===== config.mk =====
export PLATFORM = sky130hd
export DESIGN_NAME = cac_fpf_enc5_seq_flat
export DESIGN_NICKNAME = d
export VERILOG_FILES = /design/src/rtl/cac_fpf_enc5_seq_pkg.sv /design/src/rtl/cac_fpf_enc5_seq_if.sv /design/src/rtl/cac_fpf_enc5_seq_bitstep.sv /design/src/rtl/cac_fpf_enc5_seq.sv /design/src/flat_wrapper.sv
export SDC_FILE = /design/constraint.sdc
export NUM_CORES = 1
export LEC_CHECK = 0
export ABC_AREA = 1
export CORE_MARGIN = 2
export CORE_UTILIZATION = 55
export CTS_BUF_LIST = sky130_fd_sc_hd__clkbuf_2 sky130_fd_sc_hd__clkbuf_4 sky130_fd_sc_hd__clkbuf_8
export DETAILED_ROUTE_END_ITERATION = 16
export GPL_TIMING_DRIVEN = 1
export PLACE_DENSITY = 0.93
export REMOVE_ABC_BUFFERS = 1
export SLEW_MARGIN = 20
export SYNTH_ARGS = -nofsm -noshare
export SYNTH_HDL_FRONTEND = slang
export SYNTH_SLANG_ARGS = --single-unit

===== constraint.sdc =====
create_clock -name clk -period 5.2 [get_ports clk]
set_clock_uncertainty 0.05 [all_clocks]
set_input_delay 0.78 -clock clk [delete_from_list [all_inputs] [get_ports clk]]
set_output_delay 0.78 -clock clk [all_outputs]
set_load 0.05 [all_outputs]

===== src/rtl/cac_fpf_enc5_seq_pkg.sv =====
// ---------------------------------------------------------------------------
// cac_fpf_enc5_seq_pkg
// Shared widths and types for the 5-wire FPF-CAC bit-serial encoder.
// These widths stand in for the shared Fibo.vh macros, including FNSLEN_06.
//   BLEN_05   : width of the binary word and of the working residual
//   FNSLEN_0n : width of the n-th Fibonacci numeral system term
// ---------------------------------------------------------------------------
package cac_fpf_enc5_seq_pkg;

  localparam int BLEN_05   = 4;
  localparam int FNSLEN_03 = 2;
  localparam int FNSLEN_04 = 2;
  localparam int FNSLEN_05 = 3;
  localparam int FNSLEN_06 = 4;
  localparam int CODE_W    = 5;

  // Residual and weights share one width so that every compare is unsigned
  // and like-sized once the weights are zero-extended.
  typedef logic [BLEN_05-1:0] resid_t;
  typedef logic [2:0]         bitIdx_t;
  typedef logic [CODE_W-1:0]  code_t;

  localparam bitIdx_t K_TOP    = 3'd4;
  localparam resid_t  RESID_ONE = resid_t'(1);

endpackage


===== src/rtl/cac_fpf_enc5_seq_if.sv =====
// ---------------------------------------------------------------------------
// cac_fpf_enc5_seq_if
// Input and output handshakes of the FPF-CAC encoder.
//   in_valid/in_ready   : word handshake, datain and FNS03..FNS06 qualify it
//   out_valid/out_ready : codeword handshake, codeout and range_err qualify it
// Modport slave is the encoder side, master is the producer/consumer side.
// ---------------------------------------------------------------------------
interface cac_fpf_enc5_seq_if;
  import cac_fpf_enc5_seq_pkg::*;

  logic                 in_valid;
  logic                 in_ready;
  logic [BLEN_05-1:0]   datain;
  logic [FNSLEN_03-1:0] FNS03;
  logic [FNSLEN_04-1:0] FNS04;
  logic [FNSLEN_05-1:0] FNS05;
  logic [FNSLEN_06-1:0] FNS06;
  logic                 out_valid;
  logic                 out_ready;
  logic [CODE_W-1:0]    codeout;
  logic                 range_err;

  modport slave (
    input  in_valid, datain, FNS03, FNS04, FNS05, FNS06, out_ready,
    output in_ready, out_valid, codeout, range_err
  );

  modport master (
    output in_valid, datain, FNS03, FNS04, FNS05, FNS06, out_ready,
    input  in_ready, out_valid, codeout, range_err
  );

endinterface


===== src/rtl/cac_fpf_enc5_seq_bitstep.sv =====
// ---------------------------------------------------------------------------
// cac_fpf_bitstep
// One combinational FPF decision for a single codeword bit.
//   i_r      : current residual
//   i_lo     : weight of this bit
//   i_hi     : weight of the next-higher bit (upper threshold)
//   i_prev   : already-resolved code bit just above this one
//   o_bit    : resolved code bit
//   o_nextR  : residual after removing this bit's weight
// ---------------------------------------------------------------------------
module cac_fpf_bitstep
  import cac_fpf_enc5_seq_pkg::*;
(
  input  resid_t i_r,
  input  resid_t i_lo,
  input  resid_t i_hi,
  input  logic   i_prev,
  output logic   o_bit,
  output resid_t o_nextR
);

  // Between the thresholds either choice is representable, so copying the
  // bit above keeps runs together and avoids the 010/101 patterns.
  always_comb begin
    o_bit = i_prev;
    if (i_r >= i_hi) begin
      o_bit = 1'b1;
    end else if (i_r < i_lo) begin
      o_bit = 1'b0;
    end
  end

  // Subtraction only happens when r >= lo, so the residual cannot wrap.
  assign o_nextR = o_bit ? (i_r - i_lo) : i_r;

endmodule


===== src/rtl/cac_fpf_enc5_seq.sv =====
// ---------------------------------------------------------------------------
// cac_fpf_enc5_seq
// Bit-serial encoder from a binary word to a 5-wire FPF crosstalk avoidance
// codeword in the Fibonacci numeral system, one bit per cycle MSB first.
//   clk : rising-edge clock
//   rst : synchronous active-high reset
//   enc : handshake bundle (slave side), see cac_fpf_enc5_seq_if
// Code bit k carries weight w_{k+1}: 1, 1, FNS03, FNS04, FNS05.
// ---------------------------------------------------------------------------
module cac_fpf_enc5_seq
  import cac_fpf_enc5_seq_pkg::*;
(
  input  logic                clk,
  input  logic                rst,
  cac_fpf_enc5_seq_if.slave   enc
);

  typedef enum logic [1:0] {
    IDLE = 2'd0,
    ENC  = 2'd1,
    DONE = 2'd2
  } state_t;

  state_t  r_state;
  resid_t  r_resid;
  bitIdx_t r_k;
  code_t   r_code;
  logic    r_outValid;
  logic    r_rangeErr;
  resid_t  r_w3;
  resid_t  r_w4;
  resid_t  r_w5;
  resid_t  r_w6;

  resid_t  w_lo;
  resid_t  w_hi;
  logic    w_prev;
  logic    w_bit;
  resid_t  w_nextResid;

  // Select this bit's weight, the threshold above it and the bit already
  // resolved above it. The MSB has no neighbour above, so prev is 0 there;
  // bits 1 and 0 use the fixed unit weights w1 = w2 = 1.
  always_comb begin
    w_lo   = RESID_ONE;
    w_hi   = RESID_ONE;
    w_prev = 1'b0;
    case (r_k)
      3'd4: begin
        w_lo   = r_w5;
        w_hi   = r_w6;
        w_prev = 1'b0;
      end
      3'd3: begin
        w_lo   = r_w4;
        w_hi   = r_w5;
        w_prev = r_code[4];
      end
      3'd2: begin
        w_lo   = r_w3;
        w_hi   = r_w4;
        w_prev = r_code[3];
      end
      3'd1: begin
        w_lo   = RESID_ONE;
        w_hi   = r_w3;
        w_prev = r_code[2];
      end
      default: begin
        w_lo   = RESID_ONE;
        w_hi   = RESID_ONE;
        w_prev = r_code[1];
      end
    endcase
  end

  cac_fpf_bitstep u_bitstep (
    .i_r     (r_resid),
    .i_lo    (w_lo),
    .i_hi    (w_hi),
    .i_prev  (w_prev),
    .o_bit   (w_bit),
    .o_nextR (w_nextResid)
  );

  // Control FSM and datapath registers. Weights are captured with the word
  // so upstream may change them while the word is being encoded.
  always_ff @(posedge clk) begin
    if (rst) begin
      r_state    <= IDLE;
      r_resid    <= '0;
      r_k        <= K_TOP;
      r_code     <= '0;
      r_outValid <= 1'b0;
      r_rangeErr <= 1'b0;
      r_w3       <= '0;
      r_w4       <= '0;
      r_w5       <= '0;
      r_w6       <= '0;
    end else begin
      case (r_state)
        IDLE: begin
          if (enc.in_valid) begin
            r_resid    <= enc.datain;
            r_k        <= K_TOP;
            r_code     <= '0;
            r_rangeErr <= 1'b0;
            r_w3       <= resid_t'(enc.FNS03);
            r_w4       <= resid_t'(enc.FNS04);
            r_w5       <= resid_t'(enc.FNS05);
            r_w6       <= resid_t'(enc.FNS06);
            r_state    <= ENC;
          end
        end
        ENC: begin
          r_code[r_k] <= w_bit;
          r_resid     <= w_nextResid;
          if (r_k == 3'd0) begin
            // A leftover residual means the word was beyond the code range.
            r_rangeErr <= (w_nextResid != '0);
            r_outValid <= 1'b1;
            r_state    <= DONE;
          end else begin
            r_k <= r_k - 3'd1;
          end
        end
        DONE: begin
          if (enc.out_ready) begin
            r_outValid <= 1'b0;
            r_state    <= IDLE;
          end
        end
        default: begin
          r_state <= IDLE;
        end
      endcase
    end
  end

  // Ready is gated by reset so no word is accepted while reset is held.
  assign enc.in_ready  = (r_state == IDLE) && !rst;
  assign enc.out_valid = r_outValid;
  assign enc.codeout   = r_code;
  assign enc.range_err = r_rangeErr;

endmodule


===== src/flat_wrapper.sv =====
// flat-port wrapper written by rule: the top's interface ports become plain ports
module cac_fpf_enc5_seq_flat import cac_fpf_enc5_seq_pkg::*;
  (clk, rst, enc_in_valid, enc_datain, enc_FNS03, enc_FNS04, enc_FNS05, enc_FNS06, enc_out_ready, enc_in_ready, enc_out_valid, enc_codeout, enc_range_err);
  cac_fpf_enc5_seq_if enc_i ();
  input  logic clk;
  input  logic rst;
  input wire logic [$bits(enc_i.in_valid)-1:0] enc_in_valid;
  input wire logic [$bits(enc_i.datain)-1:0] enc_datain;
  input wire logic [$bits(enc_i.FNS03)-1:0] enc_FNS03;
  input wire logic [$bits(enc_i.FNS04)-1:0] enc_FNS04;
  input wire logic [$bits(enc_i.FNS05)-1:0] enc_FNS05;
  input wire logic [$bits(enc_i.FNS06)-1:0] enc_FNS06;
  input wire logic [$bits(enc_i.out_ready)-1:0] enc_out_ready;
  output wire logic [$bits(enc_i.in_ready)-1:0] enc_in_ready;
  output wire logic [$bits(enc_i.out_valid)-1:0] enc_out_valid;
  output wire logic [$bits(enc_i.codeout)-1:0] enc_codeout;
  output wire logic [$bits(enc_i.range_err)-1:0] enc_range_err;
  assign enc_i.in_valid = enc_in_valid;
  assign enc_i.datain = enc_datain;
  assign enc_i.FNS03 = enc_FNS03;
  assign enc_i.FNS04 = enc_FNS04;
  assign enc_i.FNS05 = enc_FNS05;
  assign enc_i.FNS06 = enc_FNS06;
  assign enc_i.out_ready = enc_out_ready;
  assign enc_in_ready = enc_i.in_ready;
  assign enc_out_valid = enc_i.out_valid;
  assign enc_codeout = enc_i.codeout;
  assign enc_range_err = enc_i.range_err;
  cac_fpf_enc5_seq u_core (.clk(clk), .rst(rst), .enc(enc_i));
endmodule

Word-level counts from Yosys, hierarchy flattened
Cells that the tools add are included.
Widths: inputs -> output; s select.
- $add $sub $neg: 2
- bitwise gates (word level): 0
- multiply operators: 0
- muxes and demuxes: 26
- reductions and logical operators: 14
- shifts and indexed selects: 0
- divide/modulo/power cells: 0
- order comparisons: 4
- eq/ne operators: 10
- operator list (cell ; count):
    $pmux 4 s4 ; 1
    $reduce_and 3->1 ; 4
    $pmux 5 s2 ; 1
    $pmux 3 s3 ; 1
    $mux 4 ; 2
    $pmux 4 s2 ; 1
    $mux 1 ; 7
    $eq 3x2->1 const B ; 2
    $mux 2 ; 3
    $mux 3 ; 2
    $ne 2x2->1 const B ; 3
    $pmux 2 s3 ; 1
    $pmux 3 s2 ; 1
    $bwmux 5 ; 1
    $mux 5 ; 1
    $ge 4x4->1 ; 1
    $lt 3x4->1 const B ; 1
    $lt 4x4->1 ; 1
    $pmux 1 s2 ; 2
    $pmux 1 s4 ; 1
    $reduce_and 2->1 ; 2
    $reduce_bool 2->1 ; 2
    $reduce_bool 4->1 ; 1
    $sub 4x4->4 ; 1
    12 further kinds ; 13
- output and inout bits: 8
- logic and storage cells: 66
- bits in latches: 0
- memories: 0
- register bits after elaboration: 27
- RAM bits: 0
- input port bits: 19
- memory bits (read-only): 0

Logic depth before layout (Yosys ltp)
Gate-level depths: netlist of run 1.
- depth after elaboration: 9
- depth in mapped cells: 21
- depth with buffers taken out: 21

Cells and area by module
A second synthesis of run 1 with hierarchy kept.
- cell total of the unflattened synthesis: 262
- area total of the unflattened synthesis: 1783.0 um2
- modules (own cells, without submodules) (module ; cells an instance ; seq. area each (um2) ; times used ; area an instance (um2)):
    cac_fpf_enc5_seq ; 210 ; 540.5 ; 1 ; 1437.6
    cac_fpf_bitstep ; 52 ; 0.0 ; 1 ; 345.3

Worst setup path before layout of run 1
Ideal clock, no wire load.
- path kind: input to output
- start point: input port rst
- end point: output port enc_in_ready
- setup slack: 2.158 ns
- stages on the path: 3
- buffers on the path: 2
- data required time: 4.370 ns
- arrival time: 2.212 ns
- cells stage by stage: clkbuf_1 > clkbuf_1 > nor3_1
- word-level cells in the longest chain between the ends: 2
- ends and longest elaborated chain (element ; RTL line ; text):
    start, declared ; flat_wrapper.sv:6 ; input logic rst;
    $logic_not 1->1 ; cac_fpf_enc5_seq.sv:141 ; assign enc.in_ready = (r_state == IDLE) && !rst;
    $logic_and 1x1->1 ; cac_fpf_enc5_seq.sv:141 ;
    end, declared ; flat_wrapper.sv:14 ; output wire logic [$bits(enc_i.in_ready)-1:0] enc_in_ready;
Every way passes these cells.

Worst setup path in the final report of run 1
Same ends and word-level chain as after synthesis.

==> flow_summary.json, run 1 <==
{
  "worstSetupStartpoint": "rst",
  "period_minus_slack_ns": 3.461,
  "num_rows": 19,
  "hp-class": "flip-flop to flip-flop",
  "vias": 1537,
  "drv_cap": 0,
  "cts_tree": "built",
  "required_ns": 4.37,
  "dieHeight_um": 58.26,
  "synth.top_cell.area_share_pct": 33.38,
  "cp_max_fo": 18,
  "num_io_pins": 27,
  "worstSetupPathType": "input port to output pin",
  "nets": 292,
  "end_kind": "output pin",
  "slew_viol_final": 0,
  "layout_setup_ws_ns": 1.739,
  "maxSlewHeadroom_pct": 52.06,
  "overflow": 0,
  "fin_setup_tns_ns": 0,
  "grt_pass1_vias": 1487,
  "cpMaxStageDelayCell": "clkdlybuf4s50_1",
  "ys_seq_area_share_pct": 33.38,
  "clk_pin_slew_worst_paths_ns": 0.14,
  "synth_xor_xnor_area_share_pct": 0.5410,
  "synth_top_cell_by_area": "dfxtp_1",
  "worst-path-buf-inv": 2,
  "cts_root_buf": "clkbuf_4",
  "min_from": "u_core.r_w4[0]",
  "diodes": 0,
  "yosys_warnings": 0,
  "slowest_delay_ns": 0.85,
  "finalInstanceArea_mm2": 0.001919,
  "synth_compound_area_share_pct": 17.31,
  "max-vdd-ir-drop_v": 0.0002016,
  "clock_tree.buffer_depth": 2,
  "numCtsBuffers": 3,
  "rsz0062_at_grt": "no",
  "grt_max_degree": 21,
  "numClockSinks": 27,
  "antenna_found_initial": 0,
  "synth_mux_area_share_pct": 0,
  "post-route-period-util_pct": 66.56,
  "layout-drive-gt1-share_pct": 5.405,
  "max_freq_mhz": 288.9,
  "path_common_cell": "clkdlybuf4s50_1",
  "io_buffers": 26,
  "power.density_mw_per_mm2": 310.9,
  "cts_setup_buffers": 0,
  "use_met3_pct": 3.125,
  "viasPerCell": 5.300,
  "postCtsHoldBufs": 0,
  "clock_latency_ns": 0.34,
  "place_area_mm2": 0.001892,
  "synth_area_leaders": "dfxtp_1, nand2_1, ha_1",
  "netlist_area_mm2": 0.001619,
  "wl_per_cell_um": 11.83,
  "hpwl_mm": 2.582,
  "pre_cts_ws_ns": 1.746,
  "crit_family": "buffers and inverters",
  "drc": 0,
  "grt_util_met1_pct": 27.94,
  "crit_path_start_kind": "input port",
  "grt_pass1_wl_mm": 6.085,
  "finalSetupViolCount": 0,
  "syn_area_per_cell_um2": 6.860,
  "synth_cell_types": 26,
  "busiest_layer": "met2",
  "p_leak_uw": 0.0008755,
  "reg2reg_from": "u_core.r_k[0]",
  "wl_mm": 3.432,
  "cts_resized": 0,
  "drtIter0Drc": 56,
  "die-area_mm2": 0.003394,
  "synth_fa_ha_area_share_pct": 10.51,
  "outcome": "finished, final reports clean",
  "gp_congestion": 0.8409,
  "synthCells": 236,
  "fp.dieW_um": 58.26,
  "gr-usage-met2_pct": 39.45,
  "synth-seq-cells": 27,
  "synth_top_family_by_area": "simple AND/OR/NAND/NOR gates",
  "initial_core_util_pct": 58.21,
  "core_mm2": 0.002781,
  "finalHoldViolCount": 0,
  "firstDrtPassIters": 4,
  "arrival_ns": 2.63,
  "worstPathCellList": "clkdlybuf4s50_1, nor3_1, clkdlybuf4s50_1",
  "htree_num_levels": 1,
  "antenna_left": 0,
  "track_usage_pct": 22.97,
  "yosys.area_share.simple_pct": 29.21,
  "areaGrowthSynthToFinish_pct": 18.55,
  "max_slew.worst_pin.slew_ns": 0.7165
}
[cells by family (layout without fill, tap and decap cells)]
logic type / after synthesis / in the layout
AOI/OAI and AO/OA: 49 / 49
xor gates and xnor gates: 1 / 1
adders and majority gates: 13 / 13
buffers and inverters: 39 / 62
DFF: 27 / 27
and+or+nand+nor: 107 / 107
[placed cells by master, fill, tap and decap left out, drive strengths merged]
cell type      instances
nand3                 19
a22o                   4
clkdlybuf4s50         26
o22ai                  1
ha                    12
nand4                  1
nand2                 49
inv                   32
clkbuf                 3
nand3b                 1
fa                     1
nor2                  36
clkinv                 1
xor2                   1
a221oi                 2
a211o                  1
a21oi                 18
o21ai                 21
a211oi                 1
dfxtp                 27
o2111ai                1
nor3                   1
[power breakdown]
| group | leakage [uW] | switching (uW) | total [uW] | internal, uW |
|---|---|---|---|---|
| Clock | 0.0000177 | 64.5 | 93.5 | 29.0 |
| Sequential | 0.000222 | 17.8 | 244 | 227 |
| Combinational | 0.000636 | 163 | 259 | 96.1 |
[path summary, 6_finish.rpt]
check,endpoint,slack (ns),cells after the start
max reg2reg,u_core.enc.range_err,2.13,17
min,u_core.r_w4[0],0.43,2
min reg2reg,u_core.r_w4[0],0.43,2
max,enc_in_ready,1.74,3
[worst register-to-register path, delay by kind of cell (launching register included)]
family | cells | cell delay (ns)
AND/OR/NAND/NOR | 11 | 1.18
adder cells (fa/ha/maj) | 2 | 0.56
AO/OA/AOI/OAI | 2 | 0.48
flip-flops | 1 | 0.47
buffers and inverters | 2 | 0.26
[Yosys cell counts]
| cell type | n |
|---|---|
| a211oi_1 | 1 |
| nand3b_1 | 1 |
| o22ai_1 | 1 |
| a22o_1 | 4 |
| nand2_2 | 1 |
| nand2_1 | 45 |
| nand3_1 | 18 |
| inv_2 | 2 |
| inv_1 | 30 |
| a221oi_1 | 2 |
| o2111ai_1 | 1 |
| nor2_1 | 34 |
| a211o_2 | 1 |
| nor3_1 | 1 |
| xor2_1 | 1 |
| fa_1 | 1 |
| nor2_4 | 1 |
| nand4_1 | 1 |
| ha_1 | 12 |
| a21oi_1 | 18 |
| o21ai_0 | 21 |
| nand2_4 | 3 |
| nor2_2 | 1 |
| dfxtp_1 | 27 |
| nand3_2 | 1 |
| clkbuf_1 | 7 |
[final cells by class]
type / count / area [um2]
Sequential cell: 27 / 540.5
Clock inverter: 1 / 5.005
Multi-Input combinational cell: 170 / 932.1
Tap cell: 31 / 38.79
Clock buffer: 3 / 22.52
Inverter: 32 / 120.1
Fill cell: 234 / 862.1
Timing Repair Buffer: 26 / 260.3
[through the flow]
stage / hold WS [ns] / instances / util [%] / power (uW)
after floorplan: 0.3940 / 229 / - / 438.6
after global placement: 0.4047 / 286 / 68.02 / 495.4
after detailed placement: 0.4124 / 286 / 68.02 / 506.2
after CTS: 0.4316 / 290 / 69.01 / 596.9
after global routing: 0.4484 / 290 / 69.01 / 650.7
final: 0.4327 / 290 / 69.01 / 596.7
[layer usage]
| metal | routed length [um] | vias to the layer above |
|---|---|---|
| met1 | 1532 | 690 |
| met2 | 1732 | 29 |
| met4 | 53 | 0 |
| met5 | 0 | - |
| met3 | 114 | 7 |
| li1 | - | 811 |
[registers in the layout (all words and copies together), names as in the netlist]
signal and flops:
u_core.enc.range_err 1, u_core.enc.out_valid 1, u_core.r_w4 2, u_core.r_k 3, u_core.r_state 2, u_core.enc.codeout 5, u_core.r_w3 2, u_core.r_w5 3
u_core.r_w6 4, u_core.r_resid 4
(Power assumes the default switching activity.)
==> run 2, diff against run 1 <==
--- a/config.mk
+++ b/config.mk
@@ -7,11 +7,11 @@
 export LEC_CHECK = 0
 export ABC_AREA = 1
 export CORE_MARGIN = 2
-export CORE_UTILIZATION = 55
+export CORE_UTILIZATION = 49
 export CTS_BUF_LIST = sky130_fd_sc_hd__clkbuf_2 sky130_fd_sc_hd__clkbuf_4 sky130_fd_sc_hd__clkbuf_8
 export DETAILED_ROUTE_END_ITERATION = 16
 export GPL_TIMING_DRIVEN = 1
-export PLACE_DENSITY = 0.93
+export PLACE_DENSITY = 0.88
 export REMOVE_ABC_BUFFERS = 1
 export SLEW_MARGIN = 20
 export SYNTH_ARGS = -nofsm -noshare
==> constraint.sdc (replaced) <==
create_clock -name clk -period 2.89 [get_ports clk]
set_clock_uncertainty 0.05 [all_clocks]
set_input_delay 0.4335 -clock clk [delete_from_list [all_inputs] [get_ports clk]]
set_output_delay 0.4335 -clock clk [all_outputs]
set_load 0.05 [all_outputs]
==> run 2 against run 1 <==
Net effect:
- via count rose by 2.2%
- setup slack worse by 1.5 ns
- register-to-register slack lost 1.9 ns
- clock-buffer cell count is 1 higher
- worst hold slack got worse by 0.0089 ns
- flip-flop and latch count unchanged
- wire length increased by 1.8%
- final area up 6.0%
- sequential share of layout area decreased by 1.3 points
==> flow_summary.json, run 2 (synthesis gave the netlist of run 1 again) <==
{
  "grt_pass1_wl_mm": 5.727,
  "firstDrtPassIters": 4,
  "slowest_delay_ns": 0.41,
  "layout_setup_ws_ns": 0.1939,
  "antenna_left": 0,
  "viasPerCell": 5.068,
  "max_slew.worst_pin.slew_ns": 0.4928,
  "finalInstanceArea_mm2": 0.002034,
  "power.density_mw_per_mm2": 552.0,
  "finalPower_uw": 1123,
  "r2r_slack_ns": 0.19,
  "path_common_cell": "nand2_1",
  "min_from": "u_core.enc.out_valid",
  "layout-drive-gt1-share_pct": 12.41,
  "seq_area_um2": 545.5,
  "post-route-period-util_pct": 93.29,
  "nets": 299,
  "worstPathCellList": "clkinvlp_4, ha_2, nand2_1, inv_4, a22o_1, a211o_2, ha_1, nand2_1, nor2_1, nor2_1, buf_4, nand2_4, nand2_1, nand2_1, nor2_1, nand2_1, nand2_1, nand2_1",
  "multi_input_area_um2": 967.2,
  "cpMaxStageDelayCell": "dfxtp_4",
  "end_kind": "flip-flop",
  "dieHeight_um": 61.48,
  "crit_family": "simple AND/OR/NAND/NOR gates",
  "finalHoldViolCount": 0,
  "layout_common_cells": "nand2_1, nor2_1, inv_1",
  "ff2ff_path_depth": 18,
  "core_mm2": 0.003103,
  "cts_root_buf": "clkbuf_4",
  "clock_latency_ns": 0.34,
  "slew_viol_final": 0,
  "worst-path-buf-inv": 3,
  "utilization_pct": 65.56,
  "vias": 1571,
  "antenna_found_initial": 0,
  "r2r_end": "u_core.enc.range_err",
  "place_area_mm2": 0.001936,
  "maxSlewHeadroom_pct": 67.05,
  "num_io_pins": 27,
  "hpwl_mm": 2.562,
  "p_leak_uw": 0.0009131,
  "final_cells": 310,
  "clock_tree.buffer_depth": 2,
  "numClockSinks": 27,
  "postCtsHoldBufs": 0,
  "grt_pass1_vias": 1296,
  "final_common_cell": "nand2_1",
  "max-vdd-ir-drop_v": 0.0002694,
  "cts_tree": "built",
  "max_freq_mhz": 370.9,
  "hp-class": "flip-flop to flip-flop",
  "grt_max_degree": 20,
  "htree_num_levels": 1,
  "drv_cap": 0,
  "diodes": 0,
  "period_minus_slack_ns": 2.696,
  "drtIter0Drc": 64,
  "n_fill_cell": 308,
  "overflow": 0,
  "hold_end": "u_core.enc.out_valid",
  "reg2reg_from": "u_core.r_k[0]",
  "io_buffers": 26,
  "crit_path_start_kind": "flip-flop",
  "worstSetupPathType": "flip-flop to flip-flop",
  "largest_reg_flops": 5,
  "arrival_ns": 2.89,
  "cp_max_fo": 9,
  "die-area_mm2": 0.003780,
  "wl_mm": 3.493,
  "track_usage_pct": 20.22,
  "areaGrowthSynthToFinish_pct": 25.66,
  "required_ns": 3.08,
  "drc": 0,
  "initial_core_util_pct": 52.18,
  "pre_cts_ws_ns": 0.04163,
  "clk_pin_slew_worst_paths_ns": 0.13,
  "wl_per_cell_um": 11.27,
  "num_rows": 20,
  "numCtsBuffers": 3,
  "fp.dieW_um": 61.48,
  "place_inst": 303,
  "gp_congestion": 0.9520,
  "hold_path_depth": 2,
  "finalSetupViolCount": 0,
  "outcome": "finished, final reports clean"
}
[run 2: cell types whose count changed in the layout (fill, tap and decap cells not counted), sizes merged]
cell,previous run,this run
buf,0,8
clkbuf,3,4
clkdlybuf4s50,26,25
clkinv,1,0
clkinvlp,0,1
inv,32,31
[run 2: worst max-delay path by stage]
stage | startpoint | slack [ns] | endpoint | cells after the start
2_1_floorplan | u_core.r_k[0] | 0.29 | u_core.enc.range_err | 17
3_3_place_gp | u_core.r_k[0] | 0.19 | u_core.enc.range_err | 20
3_5_place_dp | u_core.r_k[0] | 0.04 | u_core.enc.range_err | 20
4_1_cts | u_core.r_k[0] | 0.03 | u_core.enc.range_err | 20
5_1_grt | u_core.r_k[0] | -0.02 | u_core.enc.range_err | 18
6_report | u_core.r_k[0] | 0.19 | u_core.enc.range_err | 18
[run 2: worst reg2reg max path: cells and delay by family (launching register included)]
| family | cells | cell delay, ns |
|---|---|---|
| buffers and inverters | 3 | 0.37 |
| adder cells (fa/ha/maj) | 2 | 0.52 |
| AND/OR/NAND/NOR | 11 | 0.77 |
| AO/OA/AOI/OAI | 2 | 0.50 |
| flip-flops | 1 | 0.41 |
[run 2: stage by stage]
stage / hold slack [ns] / setup TNS [ns]
2_1_floorplan: 0.3940 / 0
3_3_place_gp: 0.4056 / 0
3_5_place_dp: 0.4070 / 0
4_1_cts: 0.4255 / 0
5_1_grt: 0.4607 / -0.01927
6_report: 0.4238 / 0
[run 2: area by class of cell]
class	count	area share, %
Clock buffer	4	1.476
Inverter	32	6.212
Multi-Input combinational cell	170	47.54
Sequential cell	27	26.81
Tap cell	44	2.706
Timing Repair Buffer	33	15.25
[run 2: routing by layer]
metal	GRT usage (%)	up-vias	part of all wire (%)
met5	0	-	0
met3	2.521	5	4.4
met4	7.599	0	1.7
li1	-	830	-
met1	28.81	698	48
met2	31.28	38	45
[run 2: what timing repair did]
action / 4_1_cts / 5_1_grt
endpoints found under the hold margin: 0 / 0
resized for setup: 0 / 14
endpoints found under the setup margin: 0 / 10
setup buffers: 0 / 3
[run 2: power by group]
| group | switching [uW] | leakage, uW | internal [uW] |
|---|---|---|---|
| logic | 301 | 0.000672 | 203 |
| registers | 35.9 | 0.000223 | 408 |
| clock network | 111 | 0.0000184 | 63.7 |
==> patch 1: new RTL, flow settings as in run 2 <==
`FNSLEN_05`: 3 -> 6.
--- a/src/rtl/cac_fpf_enc5_seq_pkg.sv
+++ b/src/rtl/cac_fpf_enc5_seq_pkg.sv
@@ -10,7 +10,7 @@
   localparam int BLEN_05   = 4;
   localparam int FNSLEN_03 = 2;
   localparam int FNSLEN_04 = 2;
-  localparam int FNSLEN_05 = 3;
+  localparam int FNSLEN_05 = 6;
   localparam int FNSLEN_06 = 4;
   localparam int CODE_W    = 5;
 
Ports: changed (resized enc_FNS05); port bits go from 27 to 30. The function was not compared with the original's and may differ.
==> patch 1 against run 2 <==
  * Critical path type unchanged
  * Sequential share of layout area shrank 0.31 points
  * Final cell count rose by 1.9%
  * Sequential cell count up 1
  * First-iteration DRC count up 17%
  * Synthesized cell count increased by 0.85%
  * Routed wire length rose by 4.5%
  * Area after synthesis rose by 6.6%
  * Total power up 10%
  * Core utilization fell by 2.5 points
  * Setup slack worse by 16 ps
  * Sequential power is 4% higher
  * Cell area increased by 4.2%
==> patch 1: results (changes against run 2) <==
Detailed routing
  • Iteration-0 DRC count of the detailed router: 75 (+17%)
  • Wire length per cell: 11.5 µm (+2.5%)
  • Detail-routed via count per cell: 5.16 (+1.9%)

Worst setup path
  • Worst reg-to-reg setup slack: 180 ps (-20 ps)
  • R2R depth: 17 (-1)
  • Worst stage delay on the critical path: 340 ps (-70 ps)
  • Critical path's top delay family: simple AND/OR/NAND/NOR gates

GRT
  • Wire length of the first global-routing pass: 6350 µm (+11%)
  • GRT Overall Usage: 0.193 (-0.00946)
  • Via count of the first global-routing pass: 1,590 (+23%)

Placement
  • Weighted congestion reported at the end of routability-driven placement: 0.881 (-7.5%)
  • Worst setup slack before clock tree synthesis: 136 ps (+94.2 ps)
  • Number of port buffers: 27 (+3.8%)

Outcome
  • Result of the run: finished, final reports clean

Logic synthesis
  • Synth area leaders: dfxtp_1, ha_1, nor2_1
  • Ranking of synthesized cells by instance count: nor2_1, nand2_1, dfxtp_1, inv_1, o21ai_0
  • Cell variety after synth: 34 (+31%)
  • Proportion of synthesized chip area in sequential cells: 0.325 (-0.00921)

Hold path
  • Hold Path Sink: u_core.r_w6[2]$_SDFFE_PP0P_
  • Hold Startpoint: u_core.r_w6[2]$_SDFFE_PP0P_

STA
  • Worst slew margin: 0.656 (-0.0145)

Final layout
  • Fillers: 318 (+3.2%)
  • Proportion of layout cells with a drive suffix above 1: 0.163 (+0.0389)
  • Final net count: 308 (+3.0%)

Power
  • Worst vdd rail ir drop: 0.306 mV (+13%)
-- patch 1: worst max-delay path by stage --
| stage | startpoint | end | slack, ps | depth (start not counted) |
|---|---|---|---|---|
| 5_1_grt | u_core.r_k[0]$_SDFFE_PP0P_ | u_core.enc.range_err$_SDFFE_PP0P_ | -10 | 17 |
| 6_report | u_core.r_k[0]$_SDFFE_PP0P_ | u_core.enc.range_err$_SDFFE_PP0P_ | 180 | 17 |
| 3_5_place_dp | u_core.r_k[1]$_SDFFE_PP0P_ | u_core.enc.range_err$_SDFFE_PP0P_ | 140 | 15 |
| 4_1_cts | u_core.r_k[1]$_SDFFE_PP0P_ | u_core.enc.range_err$_SDFFE_PP0P_ | 90 | 15 |
| 2_1_floorplan | u_core.r_k[0]$_SDFFE_PP0P_ | u_core.enc.range_err$_SDFFE_PP0P_ | 280 | 17 |
| 3_3_place_gp | u_core.r_k[1]$_SDFFE_PP0P_ | u_core.enc.range_err$_SDFFE_PP0P_ | 220 | 15 |
-- patch 1: stage by stage --
step	cells	hold slack (ps)	total power, mW	utilization	TNS (ps)
6_report	316	453	1.24	0.630	0
5_1_grt	316	483	1.35	0.630	-10.2
4_1_cts	314	452	1.23	0.621	0
3_5_place_dp	311	429	1.08	0.614	0
3_3_place_gp	311	422	1.05	0.614	0
2_1_floorplan	231	405	0.923	-	0
-- patch 1: cells by family (layout without fill, tap and decap cells) --
kind of cell / Yosys count / in the layout / synth area share
compound gates: 48 / 48 / 0.162
buf+inv: 33 / 65 / 0.0833
simple gates: 112 / 112 / 0.309
flops: 28 / 28 / 0.325
fa+ha+maj: 14 / 14 / 0.106
xor+xnor: 3 / 3 / 0.0152
-- patch 1: power by group --
group	internal [mW]	switching [mW]	leakage, nW
clock network	0.0490	0.109	0.0138
logic	0.246	0.375	0.675
registers	0.426	0.0362	0.231
-- patch 1: final cells by class --
class	instances	area share
timing repair buffer	36	0.158
multi-input combinational	177	0.489
tap	46	0.0272
inverter	26	0.0496
clock buffer	3	0.0106
sequential	28	0.265
-- patch 1: per-layer routing --
| layer | GRT usage | vias up | wire (µm) |
|---|---|---|---|
| met3 | 0.0250 | 7 | 147 |
| met2 | 0.345 | 31 | 1860 |
| li1 | - | 847 | - |
| met5 | 0 | - | 0 |
| met4 | 0.0897 | 0 | 69 |
| met1 | 0.226 | 747 | 1570 |
-- patch 1: repair_timing --
item / in CTS / in global routing
setup endpoints to repair: 0 / 8
hold buffers: 0 / 0
resized for setup: 0 / 8
setup buffers: 0 / 2
==> patch 2: new RTL, settings of run 2 <==
Without the edit above. Reset style: asynchronous (`rst`), changed in one clocked block. Comments in the files are not updated.
--- a/src/rtl/cac_fpf_enc5_seq.sv
+++ b/src/rtl/cac_fpf_enc5_seq.sv
@@ -85,7 +85,7 @@
 
   // Control FSM and datapath registers. Weights are captured with the word
   // so upstream may change them while the word is being encoded.
-  always_ff @(posedge clk) begin
+  always_ff @(posedge clk or posedge rst) begin
     if (rst) begin
       r_state    <= IDLE;
       r_resid    <= '0;
Check against the original RTL: differs if rst is asserted again (counterexample within 4 cycles, from zero or initial values and one cycle with rst high); with rst held inactive, the same outputs for 10 cycles.
==> patch 2 against run 2 <==
  * Hold slack better by 6.7 ps
  * Count of clock-buffer cells in the layout is 1 lower
  * Routed wire length rose by 4.0%
  * Core utilization decreased by 3.7 points
  * First-iteration DRC count increased by 59%
  * Cell area up 0.74%
  * Sequential cell count is the same
  * Non-clock buffer count down 2
  * Setup slack got worse by 12 ps
  * Via count fell by 2.0%
  * Area after synthesis up 3.1%
  * Fmax fell by 0.43%
Power is not compared: it rests on default switching activity, and its combinational part moved more than twofold at a synthesized area within 25%.
==> patch 2: results (changes against run 2) <==
Placement
  • Cell total after placement: 289 (-4.6%)
  • Worst setup slack before clock tree synthesis: 140 ps (+98.3 ps)
  • Weighted congestion reported at the end of routability-driven placement: 0.865 (-9.1%)
  • Post-place instance area: 1990 µm² (+2.7%)
  • Detailed-placement wirelength estimate: 2710 µm (+5.9%)

Detailed routing
  • Wire length after detailed routing: 3630 µm (+4.0%)
  • Detail-routed via count per cell: 5.20 (+2.7%)
  • Met3 Wirelength: 162 µm (+5.9%)
  • Iteration-0 DRC count of the detailed router: 102 (+59%)
  • Total met2 wirelength after detailed routing: 1800 µm (+13%)
  • Total routed wire length on the met1 layer: 1620 µm (-4.1%)

Logic synthesis
  • Ranking of synthesized cells by instance count: nand2_1, dfrtp_1, nand3_1, inv_1, nor2_1
  • Synthesized cell area: 1670 µm² (+3.1%)
  • Async S/R FF share, synth: 1.00 (+1.00)
  • Fraction of synthesized cell area in xor and xnor cells: 0.0105 (+0.00509)
  • Synth Area in Compound Gates: 0.102 (-0.0712)
  • Proportion of synthesized chip area in sequential cells: 0.406 (+0.0717)
  • Post-Synth Adder-Cell Area: 0.102 (-0.00315)
  • Synth area leaders: dfrtp_1, nand2_1, ha_1
  • Flip-flop and latch count after synthesis: 27 (unchanged)
  • Cell variety after synth: 27 (+3.8%)
  • Mux share of post-synthesis cell area: 0 (unchanged)
  • Post-Syn Area per Cell: 7.66 µm² (+12%)

Clock network
  • Clock slew at reported path FFs: between 100 and 150 ps
  • Insertion delay of the later-clocked pin in the worst-skew pair: 320 ps (-20 ps)
  • Clock H-tree levels: 1 (unchanged)
  • Root Buffer Master: clkbuf_4
  • Resized Gates After CTS: 0 (unchanged)

Final layout
  • Sequential cell area: 678 µm² (+24%)
  • Fillers: 316 (+2.6%)
  • Non-CTS inverters: 28 (-13%)
  • Clock tree cell share of total cell area: 0.0134 (-0.00133)
  • Finished Core Util: 0.619 (-0.0366)
  • Final net count: 283 (-5.4%)
  • Number of clock buffers in the layout: 3 (-1)
  • Count of multi-input combinational gates: 160 (-5.9%)
  • Non-clock buffer count: 31 (-6.1%)
  • Share of cell area taken by multi-input logic gates: 0.431 (-0.0444)
  • Antenna Cells: 0 (unchanged)
  • Proportion of layout cells with a drive suffix above 1: 0.132 (+0.00794)
  • Non-clock buffer area fraction after layout: 0.145 (-0.00722)
  • Fin cells: 296 (-4.5%)

Power
  • Combinational group share of total power: 0.659
  • Worst vdd rail ir drop: 0.468 mV

GRT
  • Pin count of the biggest net entering global routing: 28 (+40%)
  • Global routing usage on met3: 0.0272 (+0.00196)
  • GRT Overall Usage: 0.200 (-0.00217)
  • GR met2 Demand/Resource: 0.359 (+0.0459)
  • Met1 GRT Util: 0.244 (-0.0443)
  • Via count of the first global-routing pass: 1,548 (+19%)
  • Wire length of the first global-routing pass: 6390 µm (+12%)

Hold path
  • Hold/Removal Path Class: in -> async

Outcome
  • Result of the run: finished, final reports clean

Worst setup path
  • Max stage delay cell, worst path: dfrtp_1
  • Top fanout value on the critical path: 6 (-3)
  • Worst stage delay on the critical path: 460 ps (+50 ps)

STA
  • Worst slew margin: 0.650 (-0.0208)
[patch 2: changes by cell type in the layout (fill, tap and decap cells not counted), moves of 15 or more]
cell / delta
a21oi_1: -15
dfrtp_1: +25
nor2_1: -20
dfxtp_1: -25
nand2_1: +22
o21ai_0: -16
[patch 2: worst paths after layout]
path | cells after the start | to | slack, ps | startpoint
max | 16 | u_core.enc.range_err$_DFFE_PP0P_ | 180 | u_core.r_k[1]$_DFFE_PP0P_
min | 3 | u_core.r_w6[3]$_DFFE_PP0P_ | 430 | rst
max reg2reg | 16 | u_core.enc.range_err$_DFFE_PP0P_ | 180 | u_core.r_k[1]$_DFFE_PP0P_
min reg2reg | 2 | u_core.r_w6[3]$_DFFE_PP0P_ | 460 | u_core.r_w6[3]$_DFFE_PP0P_
max in group asynchronous | 3 | u_core.r_k[2]$_DFFE_PP1P_ | 2060 | rst
min in group clk | 2 | u_core.r_w6[3]$_DFFE_PP0P_ | 460 | u_core.r_w6[3]$_DFFE_PP0P_
